==> config.mk <==
export PLATFORM = sky130hd
export DESIGN_NAME = axis_rr_write_arbiter_flat
export DESIGN_NICKNAME = d
export VERILOG_FILES = /design/src/rtl/axis_rr_write_arbiter_if.sv /design/src/rtl/axis_rr_write_arbiter.sv /design/src/flat_wrapper.sv
export SDC_FILE = /design/constraint.sdc
export NUM_CORES = 1
export LEC_CHECK = 0
export CAP_MARGIN = 25
export CORE_MARGIN = 1.5
export CORE_UTILIZATION = 36
export CTS_BUF_LIST = sky130_fd_sc_hd__clkbuf_4
export CTS_CLUSTER_SIZE = 12
export DETAILED_ROUTE_END_ITERATION = 10
export GPL_TIMING_DRIVEN = 0
export PLACE_DENSITY = 0.83
export REMOVE_ABC_BUFFERS = 1
export SYNTH_ARGS = -nofsm -noshare
export SYNTH_HDL_FRONTEND = slang
export SYNTH_SLANG_ARGS = --single-unit
==> constraint.sdc <==
create_clock -name axis_aclk -period 2 [get_ports axis_aclk]
set_input_delay 0.4 -clock axis_aclk [delete_from_list [all_inputs] [get_ports axis_aclk]]
set_output_delay 0.4 -clock axis_aclk [all_outputs]
set_load 0.1 [all_outputs]
==> src/rtl/axis_rr_write_arbiter_if.sv <==
// Purpose : AXI-Stream bundle carrying LANES side-by-side streams (tdata/tstrb packed lane i at [i*W +: W]).
// Latency : none, wiring only.
// Backpressure: per-lane tready; the master modport drives payload/valid, the slave modport drives tready.
interface axis_rr_write_arbiter_if #(
    parameter int LANES      = 1,
    parameter int DATA_WIDTH = 32
);
    logic [LANES*DATA_WIDTH-1:0]     tdata;
    logic [LANES*(DATA_WIDTH/8)-1:0] tstrb;
    logic [LANES-1:0]                tvalid;
    logic [LANES-1:0]                tlast;
    logic [LANES-1:0]                tready;

    modport master (output tdata, output tstrb, output tvalid, output tlast, input tready);
    modport slave  (input tdata, input tstrb, input tvalid, input tlast, output tready);
endinterface

==> src/rtl/axis_rr_write_arbiter.sv <==
// Purpose : packet-granular arbiter sharing one AXI-Stream write port among NUM_PORTS requesters.
// Latency : first beat 2 cycles (grant, then output register); following beats 1 cycle; 1 idle cycle per re-arbitration.
// Backpressure: granted port sees tready only while the one-deep output register is empty or draining.
//
// Ports: axis_aclk / axis_aresetn (async active-low); s_axis (slave, NUM_PORTS lanes of requesters);
//        m01_axis (master, single lane to the memory controller); grant_id (current/last grant); busy (packet in flight).
// Optional: define AXIS_ARB_FIXED_PRIO_EN for fixed priority (lowest index wins); default is round-robin.
module axis_rr_write_arbiter #(
    parameter int DATA_WIDTH = 32,
    parameter int NUM_PORTS  = 4,
    parameter int ID_WIDTH   = 2
) (
    input  logic                    axis_aclk,
    input  logic                    axis_aresetn,
    axis_rr_write_arbiter_if.slave  s_axis,
    axis_rr_write_arbiter_if.master m01_axis,
    output logic [ID_WIDTH-1:0]     grant_id,
    output logic                    busy
);
    localparam int STRB_WIDTH = DATA_WIDTH / 8;

    typedef enum logic {IDLE = 1'b0, XFER = 1'b1} state_t;

    state_t                  state_q, state_d;
    logic [ID_WIDTH-1:0]     grant_q, grant_d;
    logic [ID_WIDTH-1:0]     pick;
    logic                    pick_vld;
    logic [NUM_PORTS-1:0]    s_rdy;

    logic                    out_vld_q;
    logic [DATA_WIDTH-1:0]   out_dat_q;
    logic [STRB_WIDTH-1:0]   out_strb_q;
    logic                    out_last_q;

    logic                    slot_free;
    logic                    accept;
    logic                    g_vld;
    logic                    g_last;
    logic [DATA_WIDTH-1:0]   g_dat;
    logic [STRB_WIDTH-1:0]   g_strb;

`ifdef AXIS_ARB_FIXED_PRIO_EN
    // Lowest valid index wins; scanning downward lets the lowest overwrite.
    always_comb begin
        pick     = '0;
        pick_vld = 1'b0;
        for (int k = NUM_PORTS - 1; k >= 0; k--) begin
            if (s_axis.tvalid[k]) begin
                pick     = ID_WIDTH'(k);
                pick_vld = 1'b1;
            end
        end
    end
`else
    logic [ID_WIDTH-1:0] ptr_q, ptr_d;
    logic [ID_WIDTH-1:0] scan_idx;

    // Scan ptr+NUM_PORTS down to ptr+1 so the last hit is the first valid port after ptr.
    always_comb begin
        pick     = '0;
        pick_vld = 1'b0;
        scan_idx = '0;
        for (int k = NUM_PORTS; k >= 1; k--) begin
            scan_idx = ID_WIDTH'((int'(ptr_q) + k) % NUM_PORTS);
            if (s_axis.tvalid[scan_idx]) begin
                pick     = scan_idx;
                pick_vld = 1'b1;
            end
        end
    end

    // Pointer starts at the top port so port 0 wins the first arbitration after reset.
    always_ff @(posedge axis_aclk or negedge axis_aresetn) begin
        if (!axis_aresetn) begin
            ptr_q <= ID_WIDTH'(NUM_PORTS - 1);
        end else begin
            ptr_q <= ptr_d;
        end
    end
`endif

    // Granted-port mux.
    assign g_vld  = s_axis.tvalid[grant_q];
    assign g_last = s_axis.tlast[grant_q];
    assign g_dat  = s_axis.tdata[int'(grant_q) * DATA_WIDTH +: DATA_WIDTH];
    assign g_strb = s_axis.tstrb[int'(grant_q) * STRB_WIDTH +: STRB_WIDTH];

    // Output slot can take a beat when empty or when its content leaves this cycle.
    assign slot_free = ~out_vld_q | m01_axis.tready;
    assign accept    = (state_q == XFER) & g_vld & slot_free;

    always_comb begin
        state_d = state_q;
        grant_d = grant_q;
        s_rdy   = '0;
`ifndef AXIS_ARB_FIXED_PRIO_EN
        ptr_d   = ptr_q;
`endif
        case (state_q)
            IDLE: begin
                if (pick_vld) begin
                    state_d = XFER;
                    grant_d = pick;
`ifndef AXIS_ARB_FIXED_PRIO_EN
                    ptr_d   = pick;
`endif
                end
            end
            XFER: begin
                s_rdy[grant_q] = slot_free;
                // Grant is held through gaps until the tlast beat is taken.
                if (accept && g_last) begin
                    state_d = IDLE;
                end
            end
            default: state_d = IDLE;
        endcase
    end

    always_ff @(posedge axis_aclk or negedge axis_aresetn) begin
        if (!axis_aresetn) begin
            state_q <= IDLE;
            grant_q <= '0;
        end else begin
            state_q <= state_d;
            grant_q <= grant_d;
        end
    end

    // One-deep output register; accept-and-drain in one cycle reloads without a bubble.
    always_ff @(posedge axis_aclk or negedge axis_aresetn) begin
        if (!axis_aresetn) begin
            out_vld_q  <= 1'b0;
            out_dat_q  <= '0;
            out_strb_q <= '0;
            out_last_q <= 1'b0;
        end else if (accept) begin
            out_vld_q  <= 1'b1;
            out_dat_q  <= g_dat;
            out_strb_q <= g_strb;
            out_last_q <= g_last;
        end else if (m01_axis.tready) begin
            out_vld_q  <= 1'b0;
        end
    end

    assign s_axis.tready   = s_rdy;
    assign m01_axis.tvalid = out_vld_q;
    assign m01_axis.tdata  = out_dat_q;
    assign m01_axis.tstrb  = out_strb_q;
    assign m01_axis.tlast  = out_last_q;
    assign grant_id        = grant_q;
    assign busy            = (state_q == XFER);
endmodule

==> src/flat_wrapper.sv <==
// flat-port wrapper written by rule: the top's interface ports become plain ports
module axis_rr_write_arbiter_flat 
#(
    parameter int DATA_WIDTH = 32,
    parameter int NUM_PORTS  = 4,
    parameter int ID_WIDTH   = 2
)
  (axis_aclk, axis_aresetn, grant_id, busy, s_axis_tdata, s_axis_tstrb, s_axis_tvalid, s_axis_tlast, s_axis_tready, m01_axis_tdata, m01_axis_tstrb, m01_axis_tvalid, m01_axis_tlast, m01_axis_tready);
  axis_rr_write_arbiter_if #(.LANES((4)), .DATA_WIDTH(DATA_WIDTH)) s_axis_i ();
  axis_rr_write_arbiter_if #(.LANES(1), .DATA_WIDTH(DATA_WIDTH)) m01_axis_i ();
  input  logic axis_aclk;
  input  logic axis_aresetn;
  output logic [ID_WIDTH-1:0] grant_id;
  output logic busy;
  input wire logic [$bits(s_axis_i.tdata)-1:0] s_axis_tdata;
  input wire logic [$bits(s_axis_i.tstrb)-1:0] s_axis_tstrb;
  input wire logic [$bits(s_axis_i.tvalid)-1:0] s_axis_tvalid;
  input wire logic [$bits(s_axis_i.tlast)-1:0] s_axis_tlast;
  output wire logic [$bits(s_axis_i.tready)-1:0] s_axis_tready;
  output wire logic [$bits(m01_axis_i.tdata)-1:0] m01_axis_tdata;
  output wire logic [$bits(m01_axis_i.tstrb)-1:0] m01_axis_tstrb;
  output wire logic [$bits(m01_axis_i.tvalid)-1:0] m01_axis_tvalid;
  output wire logic [$bits(m01_axis_i.tlast)-1:0] m01_axis_tlast;
  input wire logic [$bits(m01_axis_i.tready)-1:0] m01_axis_tready;
  assign s_axis_i.tdata = s_axis_tdata;
  assign s_axis_i.tstrb = s_axis_tstrb;
  assign s_axis_i.tvalid = s_axis_tvalid;
  assign s_axis_i.tlast = s_axis_tlast;
  assign s_axis_tready = s_axis_i.tready;
  assign m01_axis_tdata = m01_axis_i.tdata;
  assign m01_axis_tstrb = m01_axis_i.tstrb;
  assign m01_axis_tvalid = m01_axis_i.tvalid;
  assign m01_axis_tlast = m01_axis_i.tlast;
  assign m01_axis_i.tready = m01_axis_tready;
  axis_rr_write_arbiter #(.DATA_WIDTH(DATA_WIDTH), .NUM_PORTS(NUM_PORTS), .ID_WIDTH(ID_WIDTH)) u_core (.axis_aclk(axis_aclk), .axis_aresetn(axis_aresetn), .s_axis(s_axis_i), .m01_axis(m01_axis_i), .grant_id(grant_id), .busy(busy));
endmodule
==> results of run 1 <==
cell type report:
class	count	share of cell area, %
timing repair buffer	220	42.4
clock inverter	2	0.149
clock buffer	6	0.891
sequential	43	21.5
inverter	2	0.149
multi-input combinational	108	32.4
tap	99	2.45
cell families after synthesis:
kind of cell / count (synthesis) / share of synthesized area, %
muxes: 74 / 48.9
AOI/OAI and AO/OA: 13 / 3.84
buffers and inverters: 16 / 4.29
DFF: 43 / 38.5
and+or+nand+nor: 20 / 4.51
state kept, by name (all words and copies together) (netlist names):
signal,cells
u_core.m01_axis.tdata,32
u_core.m01_axis.tstrb,4
u_core.grant_id,2
u_core.ptr_q,2
u_core.busy,1
u_core.m01_axis.tlast,1
u_core.m01_axis.tvalid,1
worst max path at each step:
stage	endpoint	slack, ns	cells past startpoint
finish	m01_axis_tdata[11]	0.05	1
global route	m01_axis_tdata[7]	0.0006	1
CTS	m01_axis_tvalid	-0.02	1
detailed placement	s_axis_tready[0]	-0.91	5
global placement	s_axis_tready[1]	-2.15	3
floorplan	s_axis_tready[1]	-2.99	2
power groups by stage:
| stage | logic, mW | clock network (mW) | registers, mW |
|---|---|---|---|
| 4_1_cts | 7.46 | 0.431 | 1.72 |
| 2_1_floorplan | 2.33 | 0 | 4.96 |
| 6_report | 7.42 | 0.415 | 1.72 |
| 5_1_grt | 7.70 | 0.465 | 1.78 |
| 3_5_place_dp | 7.19 | 0 | 1.79 |
| 3_3_place_gp | 6.88 | 0 | 1.99 |
timing repair:
| item | 4_1_cts | 5_1_grt |
|---|---|---|
| gates resized for setup | 101 | 55 |
| cloned | 2 | 0 |
| pin swaps | 0 | 2 |
| setup endpoints to repair | 83 | 42 |
| setup buffers | 12 | 5 |
| hold endpoints to repair | 0 | 0 |
through the flow:
step	utilization (%)	TNS, ns	power [mW]
after global routing	68.2	0	9.95
after global placement	64.9	-113.74	8.87
after floorplan	-	-85.18	7.29
after detailed placement	65.7	-31.07	8.98
after CTS	68.8	-0.0221	9.60
final	68.2	0	9.55
cell usage in the layout (no fill, tap or decap), drive strengths merged, types with 2 or more instances in the layout:
cell type | netlist | routed
mux2 | 36 | 36
inv | 2 | 2
buf | 7 | 26
nor2b | 2 | 2
dfrtp | 41 | 41
clkinv | 0 | 2
nand2b | 2 | 2
nor3 | 2 | 2
a21bo | 2 | 2
o221ai | 2 | 2
mux4 | 38 | 38
nand3 | 2 | 3
clkdlybuf4s15 | 0 | 12
nor2 | 2 | 2
clkbuf | 7 | 32
clkdlybuf4s50 | 0 | 153
o2bb2ai | 2 | 2
nand2 | 4 | 4
dfstp | 2 | 2
o21ai | 2 | 2
layer usage:
metal	GRT usage (%)	up-vias
met5	0	-
met4	6.64	0
met3	6.95	14
met2	41.4	142
met1	24.3	1221
li1	-	1107
==> flow_summary.ini, run 1 <==
[outcome]
status = completed

[setup_path]
cp-end-kind = output pin
required_ns = 1.60
regToRegEndpoint = u_core.m01_axis.tdata[16]$_DFFE_PN0P_
crit_arrival_ns = 1.55
cpMaxStageDelayCell = clkdlybuf4s15_1
critPathMaxStageDelay_ns = 0.84
ff2ff_setup_slack_ns = 0.07
path_delay_family = buffers and inverters
rr_startpoint = u_core.grant_id[0]$_DFFE_PN0P_
startpoint = u_core.m01_axis.tdata[11]$_DFFE_PN0P_
path_max_fanout = 2
start_kind = register
crit_path_cell_trace = clkdlybuf4s15_1
critical_path_class = reg2out
reg2regPathDepth = 5
cp_num_buf_inv = 1

[job]
drv_cap = 0

[routing]
avgRoutedWirePerCell_um = 18.9
first_pass_iters = 4
via_per_inst = 5.18
ant_nets = 0
wl_met1_mm = 3.27
num_vias = 2484
wl_met3_um = 795
wl_met2_mm = 4.83
maxUsedRoutingLayer = met4
drcViolationCount = 0
drt_iter0_drc = 42
drt-total-wl_mm = 9.09

[sta]
hold_violations = 0
fin_ws_ns = 0.0502
finalCriticalPeriod_ns = 1.95
tightest_slew_ns = 0.970
rsz0062_at_grt = no
relSlewSlack_pct = 35.6
post-route-period-util_pct = 97.5
setup_viol = 0
skew_ns = 0.00784
fmax_mhz = 513
fin_hold_ws_ns = 0.0268
finalMaxSlewViolations = 0

[layout]
multi_input_area_um2 = 1640
fin_area_um2 = 5050
seq_area_um2 = 1090
final_nets = 535
area_growth_pct = 80.3
diodes = 0
fillers = 548
stdcell_count = 480
drive_above_1_share_pct = 39.6

[pwr]
power_density_nw_per_um2 = 1890
p_int_mw = 4.20
combPwrFrac_pct = 77.7
irDropWorstVdd_v = 0.00213
seqPwrFrac_pct = 18.0
pwr-share-clk_pct = 4.3
switchingPower_mw = 5.35
swShare_pct = 56.0
p_leak_nw = 2.10

[global_routing]
grt_pass1_vias = 2708
gr-total-overflow = 0
grt_pass1_wl_mm = 14.1
antenna_found_initial = 0
grt_max_degree = 28
grt_util_all_layers_pct = 22.4

[clock_tree]
insertion_delay_ns = 0.34
clk_pin_slew_worst_paths_ns = 0.12
root_buffer = clkbuf_4
clkSinkCount = 43
cts_tree = done
h-tree-depth = 2
holdBufCountCts = 0
cts_max_path_buffers = 2
cts_made_buffers = 5

[synth]
synth.area.top_cells = dfrtp_1 (37%), mux4_2 (31%), mux2_4 (16%)
yosysTopAreaCell = dfrtp_1
synth_top_area_share_pct = 36.6
netlist_instances = 166
synth_edf_count = 0
synth-seq-cells = 43
synth_cell_types = 32
synthArstFlopShare_pct = 100
yosysWarnings = 0
synthesis.area_um2 = 2800
synth.yosys.seq_area_share_pct = 38.5
synth_area_per_cell_um2 = 16.9
yosysMostFrequentCell = dfrtp_1
synth_commonest_cells = dfrtp_1 (41), mux4_2 (38), mux2_4 (29)
synth_ff_type = dfrtp_1

[floorplanning]
core.rowCount = 31
die_area_um2 = 8320
die_x_um = 91.2
initial_utilization_pct = 37.8
die_h_um = 91.2
io_pins = 200
design.core.area_um2 = 7410

[placed_design]
place.gp.congestion = 0.703
post-dp-hpwl_mm = 6.87
place_area_um2 = 4870
io_buffers = 199
pre_cts_slack_ns = -0.906
place_inst = 453

[hold_path]
hp-class = in2async
Note: power is estimated with default switching activity, not from simulation.
==> run 2, diff against run 1 <==
--- a/config.mk
+++ b/config.mk
@@ -12,5 +12,4 @@
 export CTS_CLUSTER_SIZE = 12
 export DETAILED_ROUTE_END_ITERATION = 10
-export GPL_TIMING_DRIVEN = 0
 export PLACE_DENSITY = 0.83
 export REMOVE_ABC_BUFFERS = 1
==> constraint.sdc (replaced) <==
create_clock -name axis_aclk -period 2 [get_ports axis_aclk]
set_input_delay 0.4 -clock axis_aclk [delete_from_list [all_inputs] [get_ports axis_aclk]]
set_output_delay 0.4 -clock axis_aclk [all_outputs]
set_load 0.02 [all_outputs]
==> run 2 against run 1 <==
Worst hold slack better by 0.49 ns. Via count is 0.44% lower. Clock power is 5% higher. Critical endpoint is now s_axis_tready[0].
==> flow_summary.ini, run 2 (synthesis results as in run 1) <==
[routing]
num_vias = 2473
drt_iter0_drc = 40
avgRoutedWirePerCell_um = 18.6
drt-total-wl_mm = 8.81
via_per_inst = 5.23
drcViolationCount = 0
ant_nets = 0
first_pass_iters = 4

[sta]
rsz0062_at_grt = no
fmax_mhz = 520
hold_violations = 0
tightest_slew_ns = 0.486
finalCriticalPeriod_ns = 1.92
skew_ns = 0.00924
fin_ws_ns = 0.0753
relSlewSlack_pct = 67.6
post-route-period-util_pct = 96.2
setup_viol = 0
finalMaxSlewViolations = 0

[placed_design]
pre_cts_slack_ns = -0.226
io_buffers = 199
post-dp-hpwl_mm = 7.20
place.gp.congestion = 0.741

[layout]
fillers = 526
area_growth_pct = 78.8
final_nets = 528
drive_above_1_share_pct = 28.3
layout_common_cells = clkdlybuf4s50_1 (193), dfrtp_1 (39), mux4_2 (38), mux2_4 (29), buf_4 (11)
layout_commonest_cell = clkdlybuf4s50_1
largest_reg_flops = 32
diodes = 0

[setup_path]
required_ns = 1.60
path_max_fanout = 3
start_kind = input pin
cp-end-kind = output pin
critical_path_class = in2out
crit_arrival_ns = 1.52

[pwr]
seqPwrFrac_pct = 25.3
pwr-share-clk_pct = 6.5
swShare_pct = 36.5
power_density_nw_per_um2 = 1320
p_int_mw = 4.22
irDropWorstVdd_v = 0.000862
combPwrFrac_pct = 68.1
totalPowerFinal_mw = 6.63
switchingPower_mw = 2.42
p_leak_nw = 2.02

[clock_tree]
cts_setup_buffers = 0
h-tree-depth = 2
cts_made_buffers = 5
clkSinkCount = 43
cts_max_path_buffers = 2
cts_tree = done
root_buffer = clkbuf_4
clk_pin_slew_worst_paths_ns = 0.13
insertion_delay_ns = 0.34

[global_routing]
grt_max_degree = 26
grt_pass1_wl_mm = 13.7
grt_util_all_layers_pct = 21.5
grt_pass1_vias = 2708
gr-total-overflow = 0
antenna_found_initial = 0

[floorplanning]
die_x_um = 91.2
die_area_um2 = 8320
io_pins = 200
design.core.area_um2 = 7410
core.rowCount = 31
die_h_um = 91.2
initial_utilization_pct = 37.8

[outcome]
status = completed

[job]
drv_cap = 0

[hold_path]
hp-class = reg2reg
-- run 2: changes by cell type in the layout (fill, tap and decap cells not counted), sizes merged, moves of 2 or more --
| cell | previous run | this run |
|---|---|---|
| clkdlybuf4s15 | 12 | 0 |
| dlygate4sd2 | 1 | 3 |
| clkdlybuf4s50 | 153 | 193 |
| clkbuf | 32 | 7 |
| buf | 26 | 15 |
-- run 2: timing repair --
item / CTS / global route
hold buffers: 1 / 0
endpoints found under the hold margin: 16 / 0
setup endpoints to repair: 4 / 2
gates resized for setup: 4 / 3
-- run 2: worst paths after layout --
path | start | endpoint | slack (ns) | depth (start not counted)
worst max register to register | u_core.grant_id[0]$_DFFE_PN0P_ | u_core.m01_axis.tdata[13]$_DFFE_PN0P_ | 0.12 | 4
worst min register to register | u_core.m01_axis.tdata[16]$_DFFE_PN0P_ | u_core.m01_axis.tdata[16]$_DFFE_PN0P_ | 0.52 | 1
worst min-delay path | u_core.m01_axis.tdata[16]$_DFFE_PN0P_ | u_core.m01_axis.tdata[16]$_DFFE_PN0P_ | 0.52 | 1
worst max-delay path | m01_axis_tready | s_axis_tready[0] | 0.08 | 5
min in group asynchronous | axis_aresetn | u_core.m01_axis.tdata[25]$_DFFE_PN0P_ | 0.53 | 2
max in group asynchronous | axis_aresetn | u_core.ptr_q[1]$_DFFE_PN1P_ | 0.88 | 3
-- run 2: area by class of cell --
| cell class | count | area (um^2) | share of cell area [%] |
|---|---|---|---|
| timing repair buffer | 214 | 2140 | 42.6 |
| multi-input combinational | 107 | 1600 | 32.0 |
| sequential | 43 | 1080 | 21.6 |
| tap | 99 | 124 | 2.47 |
| clock buffer | 7 | 52.6 | 1.05 |
| inverter | 2 | 7.51 | 0.150 |
| clock inverter | 1 | 5.00 | 0.0999 |
-- run 2: stage by stage --
step                      setup TNS, ns  utilization (%)  instance area (um^2)  hold WS (ns)  instances
after floorplan                  -57.01                -                  2690         0.104        152
after global placement            -5.02             66.8                  4950         0.383        464
after detailed placement          -6.18             66.8                  4950         0.380        464
after CTS                             0             67.6                  5010         0.522        473
after global routing                  0             67.6                  5010         0.540        473
final                                 0             67.6                  5010         0.519        473
-- run 2: worst max-delay path, cell delays in order --
cell and delay, ns:
clkdlybuf4s50_1 0.44, nand2b_1 0.13, nand2_1 0.08, nor3_1 0.12, dlygate4sd2_1 0.35
-- run 2: power groups by stage --
stage | registers (mW) | logic (mW) | clock network (mW)
6_report | 1.68 | 4.52 | 0.434
5_1_grt | 1.74 | 4.79 | 0.481
4_1_cts | 1.68 | 4.59 | 0.452
3_5_place_dp | 1.69 | 4.60 | 0
3_3_place_gp | 1.67 | 4.51 | 0
2_1_floorplan | 2.40 | 2.07 | 0
-- run 2: layer usage --
layer	track usage (%)	routed length, um	vias to the layer above
met1	23.4	3190	1206
met4	7.42	234	0
met5	0	0	-
met3	7.29	894	19
li1	-	-	1089
met2	38.7	4490	159
==> run 3, diff against run 2 <==
REMOVE_ABC_BUFFERS = default   (was 1)
==> run 3 against run 2 <==
Critical path depth is the same. Combinational power up 3%. Maximum frequency rose by 2.1%. Final cell count increased by 1.1%. Cell area increased by 0.72%. Critical endpoint is now u_core.m01_axis.tdata[13]$_DFFE_PN0P_.
==> flow_summary.ini, run 3 (synthesis results as in run 1) <==
[pwr]
switchingPower_mw = 2.45
power_density_nw_per_um2 = 1330
seqPwrFrac_pct = 24.5
p_int_mw = 4.28
swShare_pct = 36.4
combPwrFrac_pct = 69.2
p_leak_nw = 2.04
irDropWorstVdd_v = 0.000829
pwr-share-clk_pct = 6.3

[setup_path]
cp-end-kind = register
path_delay_family = multiplexers
cp_num_buf_inv = 2
crit_arrival_ns = 2.13
crit_path_cell_trace = buf_4 > mux4_2 > nand3_4 > buf_12 > mux2_2
critical_path_class = reg2reg
start_kind = register
required_ns = 2.24
path_max_fanout = 18
critPathMaxStageDelay_ns = 0.56
cpMaxStageDelayCell = mux4_2

[floorplanning]
die_h_um = 91.2
io_pins = 200
design.core.area_um2 = 7410
die_x_um = 91.2
initial_utilization_pct = 37.8
die_area_um2 = 8320
core.rowCount = 31

[clock_tree]
cts_made_buffers = 5
holdBufCountCts = 0
clk_pin_slew_worst_paths_ns = 0.13
clkSinkCount = 43
insertion_delay_ns = 0.34
cts_tree = done
root_buffer = clkbuf_4
h-tree-depth = 2
cts_max_path_buffers = 2

[placed_design]
place_inst = 465
place.gp.congestion = 0.766
io_buffers = 199
post-dp-hpwl_mm = 7.14
pre_cts_slack_ns = -0.291

[synth]
syn_nets = 321

[global_routing]
gr-total-overflow = 0
grt_pass1_wl_mm = 13.8
antenna_found_initial = 0
grt_pass1_vias = 2692
grt_util_all_layers_pct = 21.5
grt_max_degree = 23

[layout]
fillers = 568
layout_commonest_cell = clkdlybuf4s50_1
diodes = 0
largest_reg_flops = 32
area_growth_pct = 80.1
layout_common_cells = clkdlybuf4s50_1 (192), dfrtp_1 (39), mux4_2 (38), mux2_4 (29), buf_4 (16)
multi_input_area_um2 = 1610
final_nets = 533
drive_above_1_share_pct = 30.9
seq_area_um2 = 1080
stdcell_count = 478

[routing]
drcViolationCount = 0
via_per_inst = 5.13
first_pass_iters = 4
num_vias = 2450
avgRoutedWirePerCell_um = 18.3
drt-total-wl_mm = 8.74
drt_iter0_drc = 51
ant_nets = 0

[sta]
tightest_slew_ns = 0.526
fin_ws_ns = 0.115
finalMaxSlewViolations = 0
setup_viol = 0
hold_violations = 0
skew_ns = 0.00358
post-route-period-util_pct = 94.3
rsz0062_at_grt = no
relSlewSlack_pct = 64.9
finalCriticalPeriod_ns = 1.89
fmax_mhz = 530

[job]
drv_cap = 0

[hold_path]
hp-class = in2async

[outcome]
status = completed
## run 3: per-stage QoR
stage / hold WS [ns] / power (mW) / utilization [%] / area [um^2] / TNS [ns]
after floorplan: 0.104 / 4.63 / - / 2810 / 0
after global placement: 0.401 / 6.23 / 67.1 / 4970 / -4.55
after detailed placement: 0.404 / 6.33 / 67.1 / 4970 / -5.64
after CTS: 0.00183 / 6.77 / 67.9 / 5030 / 0
after global routing: 0.0101 / 7.12 / 68.1 / 5050 / 0
final: 0.00872 / 6.72 / 68.1 / 5050 / 0
## run 3: final timing paths
| kind | to | startpoint | cells past startpoint | slack [ns] |
|---|---|---|---|---|
| max in group asynchronous | u_core.ptr_q[1]$_DFFE_PN1P_ | axis_aresetn | 2 | 1.40 |
| min in group axis_aclk | u_core.m01_axis.tlast$_DFFE_PN0P_ | u_core.m01_axis.tlast$_DFFE_PN0P_ | 1 | 0.51 |
| worst max-delay path | u_core.m01_axis.tdata[13]$_DFFE_PN0P_ | u_core.grant_id[0]$_DFFE_PN0P_ | 5 | 0.11 |
| worst max register to register | u_core.m01_axis.tdata[13]$_DFFE_PN0P_ | u_core.grant_id[0]$_DFFE_PN0P_ | 5 | 0.11 |
| worst min-delay path | u_core.m01_axis.tdata[6]$_DFFE_PN0P_ | axis_aresetn | 1 | 0.009 |
| worst min register to register | u_core.m01_axis.tlast$_DFFE_PN0P_ | u_core.m01_axis.tlast$_DFFE_PN0P_ | 1 | 0.51 |
## run 3: area by class of cell
| type | count | area share, % |
|---|---|---|
| multi-input combinational | 107 | 31.9 |
| tap | 99 | 2.45 |
| sequential | 43 | 21.4 |
| clock inverter | 2 | 0.248 |
| clock buffer | 6 | 0.892 |
| timing repair buffer | 219 | 43.0 |
| inverter | 2 | 0.149 |
## run 3: worst register-to-register path, cell delays in order (launching register included)
cell,delay (ns)
dfrtp_2,0.38
buf_4,0.17
mux4_2,0.56
nand3_4,0.14
buf_12,0.18
mux2_2,0.35
## run 3: repair_timing
action                                  CTS  global route
gates cloned                              0             0
endpoints found under the setup margin    5            13
resized for setup                         7             8
buffers inserted                          1             4
## run 3: routing by layer
layer	share of wire, %	global-route usage [%]	vias to the layer above
li1	-	-	1103
met1	37	24.8	1234
met2	56	40.0	104
met3	5.8	4.86	9
met4	0.98	4.82	0
met5	0	0	-
## run 3: power groups by stage
stage	Clock [mW]	Sequential (mW)	Combinational, mW
after CTS	0.455	1.68	4.64
after global routing	0.478	1.70	4.94
after floorplan	0	2.13	2.50
final	0.426	1.65	4.65
after detailed placement	0	1.72	4.61
after global placement	0	1.70	4.53
